`src/rtl/and_tree_resp_monitor.sv`:
```
// and_tree_resp_monitor: checks a prsim AND-tree output against the AND of its leaves, timing responses and flagging faults.
// Optional max_lat output enabled by defining AND_TREE_MON_MAXLAT_EN.
module and_tree_resp_monitor #(
    parameter int N_IN        = 4,
    parameter int TIMEOUT     = 16,
    parameter int CNT_W       = 8,
    parameter int SYNC_STAGES = 2
) (
    input  logic             clk,
    input  logic             rst_n,
    input  logic             enable,
    input  logic             clear,
    input  logic [N_IN-1:0]  in_vec,
    input  logic             z_async,
    output logic             exp_z,
    output logic             busy,
    output logic [CNT_W-1:0] last_lat,
    output logic [CNT_W-1:0] rise_cnt,
    output logic [CNT_W-1:0] fall_cnt,
    output logic             timeout_err,
    output logic             glitch_err
`ifdef AND_TREE_MON_MAXLAT_EN
    ,
    output logic [CNT_W-1:0] max_lat
`endif
);
    typedef enum logic [1:0] {IDLE, SETTLED, PENDING, FAULT} state_t;
    localparam logic [CNT_W-1:0] CNT_MAX = '1;
    localparam logic [CNT_W-1:0] TO_LAST = CNT_W'(TIMEOUT - 1);
    state_t                 state;
    logic [SYNC_STAGES-1:0] sync;
    logic [CNT_W-1:0]       lat_cnt;
    logic                   z_s, z_prev, exp_next, exp_chg, match, rise, fall;
    logic [CNT_W-1:0]       lat_nxt;
    assign z_s      = sync[SYNC_STAGES-1];
    assign exp_next = &in_vec;
    assign exp_chg  = exp_next != exp_z;
    assign match    = z_s == exp_z;
    assign rise     = z_s & ~z_prev;
    assign fall     = ~z_s & z_prev;
    assign lat_nxt  = lat_cnt + 1'b1;
    assign busy     = state == PENDING;
    always_ff @(posedge clk or negedge rst_n) begin
        if (!rst_n) begin
            state       <= IDLE;
            sync        <= '0;
            z_prev      <= 1'b0;
            exp_z       <= 1'b0;
            lat_cnt     <= '0;
            last_lat    <= '0;
            rise_cnt    <= '0;
            fall_cnt    <= '0;
            timeout_err <= 1'b0;
            glitch_err  <= 1'b0;
`ifdef AND_TREE_MON_MAXLAT_EN
            max_lat     <= '0;
`endif
        end else begin
            sync   <= {sync[SYNC_STAGES-2:0], z_async};
            z_prev <= z_s;
            exp_z  <= exp_next;
            if (!enable) begin
                state <= IDLE;
            end else if (clear) begin
                rise_cnt    <= '0;
                fall_cnt    <= '0;
                last_lat    <= '0;
                timeout_err <= 1'b0;
                glitch_err  <= 1'b0;
`ifdef AND_TREE_MON_MAXLAT_EN
                max_lat     <= '0;
`endif
                state       <= match ? SETTLED : PENDING;
                lat_cnt     <= '0;
            end else begin
                if (rise && rise_cnt != CNT_MAX) rise_cnt <= rise_cnt + 1'b1;
                if (fall && fall_cnt != CNT_MAX) fall_cnt <= fall_cnt + 1'b1;
                case (state)
                    IDLE: begin
                        state   <= match ? SETTLED : PENDING;
                        lat_cnt <= '0;
                    end
                    SETTLED: begin
                        if (exp_chg) begin
                            state   <= PENDING;
                            lat_cnt <= '0;
                        end else if (!match) begin
                            glitch_err <= 1'b1;
                            state      <= FAULT;
                        end
                    end
                    PENDING: begin
                        // an input change restarts the measurement rather than counting as an error
                        if (exp_chg) begin
                            lat_cnt <= '0;
                        end else if (match) begin
                            last_lat <= lat_nxt;
`ifdef AND_TREE_MON_MAXLAT_EN
                            if (lat_nxt > max_lat) max_lat <= lat_nxt;
`endif
                            state    <= SETTLED;
                        end else if (lat_cnt == TO_LAST) begin
                            timeout_err <= 1'b1;
                            state       <= FAULT;
                        end else if (lat_cnt != CNT_MAX) begin
                            lat_cnt <= lat_nxt;
                        end
                    end
                    default: begin
                        if (exp_chg) begin
                            state   <= PENDING;
                            lat_cnt <= '0;
                        end else if (match) begin
                            state <= SETTLED;
                        end
                    end
                endcase
            end
        end
    end
endmodule

```
`config.mk`:
```
export PLATFORM = sky130hd
export DESIGN_NAME = and_tree_resp_monitor
export DESIGN_NICKNAME = d
export VERILOG_FILES = /design/src/rtl/and_tree_resp_monitor.sv
export SDC_FILE = /design/constraint.sdc
export NUM_CORES = 1
export LEC_CHECK = 0
export BUFFER_PORTS_ARGS = -buffer_cell sky130_fd_sc_hd__clkbuf_2
export CORE_AREA = 2 2 57 86
export CTS_CLUSTER_SIZE = 16
export DETAILED_ROUTE_END_ITERATION = 10
export DIE_AREA = 0 0 59 88
export PLACE_DENSITY = 0.86
export SKIP_CTS_REPAIR_TIMING = 1
export SYNTH_ARGS = -nofsm -noshare
export SYNTH_HDL_FRONTEND = slang
export SYNTH_SLANG_ARGS = --single-unit
```
`constraint.sdc`:
```
create_clock -name clk -period 1.7 [get_ports clk]
set_input_delay 0.085 -clock clk [delete_from_list [all_inputs] [get_ports clk]]
set_output_delay 0.085 -clock clk [all_outputs]
set_load 0.02 [all_outputs]
```
* Yosys cells after proc, flatten, opt, wreduce, memory -nomap -nowiden *
Index checks and enable logic that the tools add are counted.

operators by class
  add/subtract/negate cells = 3
  eq/ne operators = 17
  multiplexer cells = 35
  bitwise logic cells = 4
  reductions and logical operators = 18

operators with widths
  operator               count
  $mux W8                14
  $add A8 B1 Y8 const B  3
  $ne A8 B8 Y1 const B   3
  $mux W2                10
  $pmux W8 S2            1
  $reduce_and A4 Y1      4
  $ne A4 B4 Y1 const B   3
  $reduce_bool A2 Y1     6
  $reduce_and A5 Y1      2
  $mux W1                9
  $eq A8 B4 Y1 const B   1
  $ne A7 B1 Y1 const B   1
  $pmux W2 S3            1
  $ne A5 B3 Y1 const B   1
  $ne A5 B5 Y1 const B   1
  $ne A2 B2 Y1 const B   2
  $ne A4 B2 Y1 const B   1
  $reduce_and A2 Y1      2
  $reduce_bool A4 Y1     1
  $and A1 B1 Y1          2
  $eq A2 B1 Y1 const B   1
  $eq A2 B2 Y1 const B   1
  $logic_and A1 B1 Y1    2
  $logic_not A2 Y1       1
  3 further kinds        4

storage, ports and cells
  register bits after elaboration = 40
  bits of input ports = 9
  output and inout bits = 28
  logic and storage cells = 87

* Longest topological paths before layout *
Gate-level depths: netlist of run 1.

  word-level depth = 7
  gate-level depth with buffers = 7
  depth with buffers taken out = 6

* Worst setup path after synthesis of run 1 *
Ideal clock, no wire load.

  path kind = register to register
  start point = register exp_z
  end point = register state[0]
  library setup time = 0.125 ns
  arrival = 1.658 ns
  data required time = 1.575 ns
  path slack = -0.082 ns
  cell stages (with the launch flop) = 7
  buffers on the path = 1
  period minus slack after synthesis = 1.782 ns
  cells stage by stage = dfrtp_1 buf_4 and2_1 mux2i_1 nor3b_1 o311ai_2 mux2_2

on the way
  cells in the longest elaborated chain, start to end = 6
  elaborated cells between the ends (all ways) = 15
  classes of those cells = 6 x eq/ne; 8 x mux; 1 x reduce/logical

RTL lines
  item                    RTL line  RTL
  start, declared         15        output logic exp_z,
  start signal, assigned  61        exp_z <= exp_next;
  $eq A1 B1 Y1            38        assign match = z_s == exp_z;
  $mux W2                 96        end else if (match) begin
  $mux W2                 94        if (exp_chg) begin
  $pmux W2 S3             78        case (state)
  $mux W2                 64        end else if (clear) begin
  $mux W2                 62        if (!enable) begin
  end signal, assigned    73        state <= match ? SETTLED : PENDING;
  end signal, assigned    80        state <= match ? SETTLED : PENDING;
  end, declared           30        state_t state;

Several ways; a longest one is shown, not always the timed one. The select of a mux whose other input is x is not followed.
A chain may end at the register's enable or synchronous reset.

* Final worst setup path of run 1 *
  start point = register exp_z
  end point = register state[1]

Same word-level chain as after synthesis.

==> results of run 1 <==
==> placed cells by master, fill, tap and decap left out, types with 3 or more instances in the layout <==
cell	instances
a21o_1	3
a21oi_1	3
a31oi_1	7
and3_1	5
buf_4	23
clkbuf_2	36
clkbuf_8	6
dfrtp_1	37
dfrtp_2	3
inv_1	7
nand2_1	11
nand3b_1	3
nand4_1	7
nor2_1	21
nor2b_1	3
o21ai_0	5
o2bb2ai_1	10
xnor2_1	7
xor2_1	11
==> metal layers <==
layer / GRT usage (%) / vias up / wire [µm]
li1: - / 879 / -
met1: 23.6 / 907 / 2080
met2: 37.4 / 41 / 2880
met3: 3.69 / 15 / 154
met4: 7.44 / 0 / 159
met5: 0 / - / 0
==> metrics by stage <==
| step | area [µm²] | util [%] | instances | hold WS (ns) |
|---|---|---|---|---|
| floorplan | 2190 | - | 207 | -0.211 |
| global placement | 2480 | 56.0 | 298 | 0.136 |
| detailed placement | 2480 | 56.0 | 298 | 0.148 |
| CTS | 2570 | 58.1 | 306 | -0.168 |
| global route | 2840 | 64.0 | 319 | 0.122 |
| finish | 2840 | 64.0 | 319 | 0.106 |
==> flip-flops by register name (all words and copies together) (netlist names) <==
register     count
exp_z            1
fall_cnt         8
glitch_err       1
last_lat         8
lat_cnt          8
rise_cnt         8
state            2
sync             2
timeout_err      1
z_prev           1
==> critical path, stage by stage, from the launching register on <==
cell and delay, ns:
dfrtp_2 0.47, buf_6 0.15, nand2b_4 0.14, mux2i_2 0.16, nand4b_1 0.17, o311ai_4 0.14, mux2_4 0.33
==> cells by family (layout without fill, tap and decap cells) <==
kind of cell	after synthesis	after routing	synth area share, %
flops	40	40	46.1
xor+xnor	21	21	9.34
simple gates	77	77	20.8
compound gates	46	47	15.7
mux	5	5	2.42
buf+inv	15	78	3.86
fa+ha+maj	3	3	1.73
==> path summary, 6_finish.rpt <==
check / cells past startpoint / startpoint / slack, ns / endpoint
worst max-delay path: 6 / exp_z / 0.02 / state[1]
worst min-delay path: 2 / enable / 0.11 / fall_cnt[1]
worst max register to register: 6 / exp_z / 0.02 / state[1]
worst min register to register: 0 / sync[0] / 0.35 / sync[1]
max in group asynchronous: 3 / rst_n / 0.77 / fall_cnt[3]
min in group asynchronous: 2 / rst_n / 0.35 / lat_cnt[5]
==> area by class of cell <==
| cell class | instances | area [µm²] |
|---|---|---|
| flip-flops and latches | 40 | 1000 |
| repair buffers | 63 | 395 |
| fillers | 350 | 1590 |
| clock inverters | 2 | 10.0 |
| clock buffers | 6 | 82.6 |
| inverters | 7 | 26.3 |
| multi-input cells | 153 | 1260 |
| well taps | 48 | 60.1 |
==> power breakdown <==
| part | leakage (nW) | switching (mW) | internal, mW |
|---|---|---|---|
| Sequential | 0.541 | 0.0274 | 0.984 |
| Clock | 0.0510 | 0.332 | 0.324 |
| Combinational | 0.710 | 0.219 | 0.159 |
==> metrics, run 1 <==
run status=completed; worst slack at placement=-0.0784 ns; drt wl/cell=16.5 µm; Worst VDD drop=0.565 mV; CTS max path bufs=2; Tmin final=1.68 ns; asr flop ratio synth=100%; post-synthesis sequential area ratio=46.1%; # H-tree levels=2; Detail Placement HPWL=3530 µm; All-Layer GR Usage=20.6%; Pre-Repair DR Iteration Count=4; worst-margin pin slew=0.670 ns; clock root cell=clkbuf_8; Post-DRT Antenna Nets=0; Yosys cell types=50; first-pass GRT wire length=8110 µm; Worst Setup Start Kind=flip-flop; P_leak=1.30 nW; ranking of synthesized cells by area=dfrtp_1, xor2_1, o2bb2ai_1; synth cell count leaders=dfrtp_1, nor2_1, xor2_1, nand2_1, o2bb2ai_1; syn_area_per_cell=10.5 µm²; via count=1,842; DRC=0; fin crit share=98.7%; clk sinks=40; largest net degree at the start of global routing=28; most numerous cell in the Yosys netlist=dfrtp_1; ANT cells=0; Post-Syn Instances=207; CTS tree=yes; area grow syn2layout=30.7%; I/O Buffers=36; Finish-stage setup viols=0; layout cells sized above 1=39.1%; Synth area leader=dfrtp_1; cts bufs inserted=5; Syn Nets=219; Max Freq=596 MHz; Relative slew margins=55.3%; synthesized area=2170 µm²; vias per inst=5.77; nets@finish=282; vias in the first global route=1,799; Setup CP Type=reg2reg; Skew-Pair Late Insertion Delay=0.29 ns; Die ar.=5190 µm²; ys flop type=dfrtp_1; Placer Congestion=0.812; Final Slew Violations=0; initial antenna violation count=0; GR Overflow Total=0; die height=88 µm; PwrDens=721 nW/µm²; Core ar.=4430 µm²; Yosys reg bits=40; row cnt=30; Worst-path clk slew=0.08 ns; I/O Pins=37; Worst Clk Skew=0.00646 ns; Worst Path Max Fanout=4; setup TNS=0 ns; CP Capture Type=flip-flop; initial core utilization=49.0%; post-synth top area share=46.1%; crit path DAT=1.86 ns; Pwr Total=2.05 mW; Post-Route WL=5280 µm; Critical Path RT=1.88 ns; number of DRC markers in iteration 0=85; final worst slack=0.0220 ns; EDFF count, synth=0; Hold/Removal Path Class=in2reg; Die Span X=59 µm; RSZ-0062 raised after global routing=yes; final hold vios=0; synth warn=0; Max Cap Viol=0
(Power assumes the default switching activity.)
==> run 2, diff against run 1 <==
--- a/config.mk
+++ b/config.mk
@@ -11,6 +11,7 @@
 export DETAILED_ROUTE_END_ITERATION = 10
 export DIE_AREA = 0 0 59 88
 export PLACE_DENSITY = 0.86
+export SETUP_SLACK_MARGIN = 0.1
 export SKIP_CTS_REPAIR_TIMING = 1
 export SYNTH_ARGS = -nofsm -noshare
 export SYNTH_HDL_FRONTEND = slang
==> run 2 against run 1 <==
The run now ends with setup timing left. Clock skew down 0.0024 ns. First-iteration DRC count down 38%. Fmax down 1.5%. Core utilization up 2.6 points. Clock power up 32%. Wire length up 2.3%. Flip-flop and latch count unchanged. Worst setup slack worse by 0.026 ns. Sequential power about the same. Power up 12%. Critical path type unchanged. Critical endpoint unchanged. Highest routed layer unchanged.
==> metrics, run 2 (synthesized netlist as in run 1, its figures left out) <==
run status=finished with violations (was completed); failing checks=setup timing; initial core utilization=49.0% (unchanged); All-Layer GR Usage=20.1% (was 20.6%); largest net degree at the start of global routing=41 (was 28); Post-Route WL=5400 µm (was 5280 µm); Final Core Density=66.6% (was 64.0%); Setup CP Type=reg2reg (unchanged); Die ar.=5190 µm² (unchanged); Post-DRT Antenna Nets=0 (unchanged); Max Freq=587 MHz (was 596 MHz); Die Span X=59 µm (unchanged); Placer Congestion=0.844 (was 0.812); layout cells sized above 1=42.5% (was 39.1%); number of DRC markers in iteration 0=53 (was 85); Skew-Pair Late Insertion Delay=0.30 ns (was 0.29 ns); Pwr Total=2.29 mW (was 2.05 mW); GR Overflow Total=0 (unchanged); Tmin final=1.70 ns (was 1.68 ns); worst-margin pin slew=0.492 ns (was 0.670 ns); I/O Pins=37 (unchanged); Finish-stage setup viols=1 (was 0); vias per inst=6.00 (was 5.77); commonest cells after routing, fill and taps aside=clkbuf_2, dfrtp_1, buf_4 (was dfrtp_1, clkbuf_2, buf_4); Worst Clk Skew=0.00406 ns (was 0.00646 ns); clk sinks=40 (unchanged); initial antenna violation count=0 (unchanged); Worst VDD drop=0.766 mV (was 0.565 mV); CP peak stage delay=0.47 ns (about the same); Worst Path Max Fanout=6 (was 4); Relative slew margins=67.2% (was 55.3%); Hold/Removal Path Class=in2reg (unchanged); dpl cell area=2510 µm² (was 2480 µm²); CTS tree=yes (unchanged); post-layout instance area=2950 µm² (was 2840 µm²); worst-case reg-to-reg path depth=5 (was 6); Worst Setup Start Kind=flip-flop (unchanged); Worst-path clk slew=0.08 ns (about the same); row cnt=30 (unchanged); crit path DAT=1.89 ns (was 1.86 ns); final worst slack=-0.00379 ns (was 0.0220 ns); drt wl/cell=16.8 µm (was 16.5 µm); first-pass GRT wire length=7940 µm (was 8110 µm); RSZ-0062 raised after global routing=yes (unchanged); Hold WS=0.0781 ns (was 0.106 ns); Critical Path RT=1.88 ns (about the same); commonest non-fill, non-tap cell in the layout=clkbuf_2 (was dfrtp_1); via count=1,927 (was 1,842); Cell Chain, Critical Path=and2_4, mux2i_4, nor3b_2, o311ai_2, mux2_1 (was buf_6, nand2b_4, mux2i_2, nand4b_1, o311ai_4, mux2_4); Max Cap Viol=0 (unchanged); # H-tree levels=2 (unchanged); fin crit share=100% (was 98.7%); hold path depth=2 (unchanged); PwrDens=775 nW/µm² (was 721 nW/µm²); Filler Cell Count=341 (was 350); P_leak=1.33 nW (was 1.30 nW); Core ar.=4430 µm² (unchanged); ANT cells=0 (unchanged); vias in the first global route=1,739 (was 1,799); I/O Buffers=36 (unchanged); clock root cell=clkbuf_8 (unchanged); nets@finish=284 (was 282); Final Slew Violations=0 (unchanged); Detail Placement HPWL=3400 µm (was 3530 µm); Pre-Repair DR Iteration Count=4 (unchanged); DRC=0 (unchanged); cts bufs inserted=5 (unchanged); die height=88 µm (unchanged); R2R Setup Slk=-0.004 ns (was 0.02 ns); CP Capture Type=flip-flop (unchanged); final hold vios=0 (unchanged); Critical-path top delay cell=dfrtp_2 (unchanged); CTS max path bufs=2 (unchanged); area grow syn2layout=36.0% (was 30.7%)
-- run 2: changes by cell type in the layout (fill, tap and decap cells not counted), sizes merged --
cell and delta:
buf +2, clkinv -2, a31oi -1, bufinv +1, clkbuf +1, o21a +1
-- run 2: path summary, 6_finish.rpt --
path	start	to
hold reg to reg	sync[0]	sync[1]
max in group asynchronous	rst_n	sync[1]
setup reg to reg	exp_z	state[1]
setup / recovery	exp_z	state[1]
min in group asynchronous	rst_n	last_lat[5]
hold / removal	enable	fall_cnt[0]
-- run 2: layout make-up --
| class | count | area (µm²) | share of cell area (%) |
|---|---|---|---|
| well taps | 48 | 60.1 | 2.03 |
| repair buffers | 65 | 425 | 14.4 |
| flip-flops and latches | 40 | 1010 | 34.2 |
| clock inverters | 1 | 30.0 | 1.02 |
| inverters | 7 | 26.3 | 0.890 |
| multi-input cells | 153 | 1300 | 44.2 |
| clock buffers | 7 | 96.3 | 3.26 |
-- run 2: worst max-delay path, delay by kind of cell (launching register included) --
family	cells	cell delay (ns)
multiplexers	2	0.52
AND/OR/NAND/NOR	2	0.24
flip-flops	1	0.47
AO/OA/AOI/OAI	1	0.35
-- run 2: power breakdown --
part / switching [mW] / total (mW) / internal (mW) / leakage (nW)
clock network: 0.346 / 0.864 / 0.518 / 0.0645
logic: 0.224 / 0.400 / 0.176 / 0.734
registers: 0.0380 / 1.02 / 0.986 / 0.535
total: 0.608 / 2.29 / 1.68 / 1.33
-- run 2: through the flow --
step | cells | setup TNS, ns | setup WS, ns
finish | 321 | -0.00379 | -0.00379
detailed placement | 294 | 0 | 0.0298
CTS | 302 | 0 | 0.0130
floorplan | 207 | 0 | 0.0244
global route | 321 | -0.110 | -0.0722
global placement | 294 | 0 | 0.0872
-- run 2: per-layer routing --
metal	part of all wire, %	vias to the layer above	routed length (µm)	track usage [%]
met2	54	59	2920	34.0
met5	0	-	0	0
li1	-	874	-	-
met4	3.2	0	171	8.47
met1	39	969	2100	23.9
met3	3.9	25	209	5.02
==> run 3, diff against run 2 <==
--- a/config.mk
+++ b/config.mk
@@ -5,12 +5,13 @@
 export SDC_FILE = /design/constraint.sdc
 export NUM_CORES = 1
 export LEC_CHECK = 0
-export BUFFER_PORTS_ARGS = -buffer_cell sky130_fd_sc_hd__clkbuf_2
-export CORE_AREA = 2 2 57 86
+export CORE_AREA = 2 2 53 80
+export CTS_BUF_LIST = sky130_fd_sc_hd__clkbuf_8
 export CTS_CLUSTER_SIZE = 16
 export DETAILED_ROUTE_END_ITERATION = 10
-export DIE_AREA = 0 0 59 88
-export PLACE_DENSITY = 0.86
+export DIE_AREA = 0 0 55 82
+export DONT_BUFFER_PORTS = 1
+export PLACE_DENSITY = 0.87
 export SETUP_SLACK_MARGIN = 0.1
 export SKIP_CTS_REPAIR_TIMING = 1
 export SYNTH_ARGS = -nofsm -noshare
==> constraint.sdc (replaced) <==
create_clock -name clk -period 1.7 [get_ports clk]
set_input_delay 0.085 -clock clk [delete_from_list [all_inputs] [get_ports clk]]
set_output_delay 0.085 -clock clk [all_outputs]
set_load 0.005 [all_outputs]
==> run 3 against run 2 <==
The run now ends clean. First-iteration DRC count is 28% higher. Worst setup slack better by 0.031 ns. Combinational power is 24% lower. Global-route usage up 2.5 points. Power is 8.3% lower. Wire length down 7.4%. Die area fell by 13%. Clock-buffer cell count fell by 2. Clock power is 9.5% lower. Critical path depth stayed put. Clock skew rose by 0.0043 ns. Non-clock buffer count down 38. Critical path type unchanged. Critical endpoint is now state[0]. Largest cell class unchanged.
==> metrics, run 3 (synthesized netlist as in run 1, its figures left out) <==
Hold/Removal Path Class=in2reg (unchanged); Relative slew margins=73.2% (was 67.2%); clk sinks=40 (unchanged); Setup CP Type=reg2reg (unchanged); die height=82 µm (was 88 µm); worst slack at placement=0.0626 ns (was 0.0298 ns); vias per inst=6.12 (was 6.00); CP peak stage delay=0.45 ns (was 0.47 ns); Pre-Repair DR Iteration Count=4 (unchanged); RSZ-0062 raised after global routing=yes (unchanged); Critical-path top delay cell=dfrtp_2 (unchanged); first-pass GRT wire length=7290 µm (was 7940 µm); final worst slack=0.0272 ns (was -0.00379 ns); Final Slew Violations=0 (unchanged); row cnt=28 (was 30); R2R Setup Slk=0.03 ns (was -0.004 ns); Hold WS=0.0220 ns (was 0.0781 ns); PwrDens=783 nW/µm² (was 775 nW/µm²); Placed Instances=259 (was 294); Die Span X=55 µm (was 59 µm); Post-Route WL=5000 µm (was 5400 µm); cts bufs inserted=5 (unchanged); Worst Clk Skew=0.00835 ns (was 0.00406 ns); Worst Path Max Fanout=7 (was 6); nets@finish=246 (was 284); ANT cells=0 (unchanged); All-Layer GR Usage=22.5% (was 20.1%); layout cells sized above 1=29.4% (was 42.5%); Worst-path clk slew=0.08 ns (about the same); Cell Chain, Critical Path=and2_4, mux2i_4, nor3b_2, o311ai_2, mux2_2 (was and2_4, mux2i_4, nor3b_2, o311ai_2, mux2_1); # H-tree levels=2 (unchanged); Worst VDD drop=0.737 mV (was 0.766 mV); number of DRC markers in iteration 0=68 (was 53); Core ar.=3850 µm² (was 4430 µm²); I/O Pins=37 (unchanged); Pwr Total=2.10 mW (was 2.29 mW); fin crit share=98.4% (was 100%); crit path DAT=1.87 ns (was 1.89 ns); Critical Path RT=1.89 ns (was 1.88 ns); commonest cells after routing, fill and taps aside=dfrtp_1, nor2_1, buf_4 (was clkbuf_2, dfrtp_1, buf_4); post-layout instance area=2680 µm² (was 2950 µm²); drt wl/cell=17.9 µm (was 16.8 µm); initial antenna violation count=0 (unchanged); commonest non-fill, non-tap cell in the layout=dfrtp_1 (was clkbuf_2); clock root cell=clkbuf_8 (unchanged); Max Freq=598 MHz (was 587 MHz); run status=completed (was finished with violations); P_leak=1.14 nW (was 1.33 nW); Detail Placement HPWL=3190 µm (was 3400 µm); DRC=0 (unchanged); Placer Congestion=0.839 (was 0.844); worst-margin pin slew=0.400 ns (was 0.492 ns); Die ar.=4510 µm² (was 5190 µm²); area grow syn2layout=23.5% (was 36.0%); Max Cap Viol=0 (unchanged); final hold vios=0 (unchanged); Worst Setup Start Kind=flip-flop (unchanged); dpl cell area=2320 µm² (was 2510 µm²); largest net degree at the start of global routing=41 (unchanged); GR Overflow Total=0 (unchanged); Non-Filler Instances=280 (was 321); I/O Buffers=0 (was 36); Tmin final=1.67 ns (was 1.70 ns); initial core utilization=56.3% (was 49.0%); CP Capture Type=flip-flop (unchanged); Finish-stage setup viols=0 (was 1); via count=1,713 (was 1,927); Post-DRT Antenna Nets=0 (unchanged); CTS tree=yes (unchanged); vias in the first global route=1,641 (was 1,739); CTS max path bufs=2 (unchanged); Skew-Pair Late Insertion Delay=0.30 ns (about the same)
## run 3: worst paths after layout
| kind | start | end | cells after the start |
|---|---|---|---|
| setup / recovery | exp_z | state[0] | 5 |
| hold reg to reg | sync[0] | sync[1] | 0 |
| hold / removal | in_vec[1] | exp_z | 2 |
| setup reg to reg | exp_z | state[0] | 5 |
| min in group asynchronous | rst_n | last_lat[1] | 2 |
| max in group asynchronous | rst_n | exp_z | 2 |
## run 3: through the flow
step,setup TNS [ns],util [%]
2_1_floorplan,0,-
3_3_place_gp,0,60.3
3_5_place_dp,0,60.3
4_1_cts,0,63.2
5_1_grt,-0.149,69.6
6_report,0,69.6
## run 3: power breakdown
part	internal (mW)	leakage (nW)	switching, mW
combinational	0.141	0.542	0.165
clock	0.434	0.0541	0.348
sequential	0.984	0.539	0.0270
## run 3: worst max-delay path: cells and delay by family, from the launching register on
kind | cells | cell delay [ns]
AO/OA/AOI/OAI | 1 | 0.34
multiplexers | 2 | 0.52
flip-flops | 1 | 0.45
AND/OR/NAND/NOR | 2 | 0.25
## run 3: final cells by class
class,count,area [µm²]
sequential,40,1010
clock buffer,5,68.8
multi-input combinational,153,1220
fill,273,1170
tap,45,56.3
timing repair buffer,27,256
clock inverter,3,42.5
inverter,7,26.3
## run 3: metal layers
layer,routed length [µm],track usage [%],share of wire [%]
met1,1870,25.2,37
met2,2680,38.2,54
met3,318,7.45,6.4
met5,0,0,0
met4,129,9.27,2.6
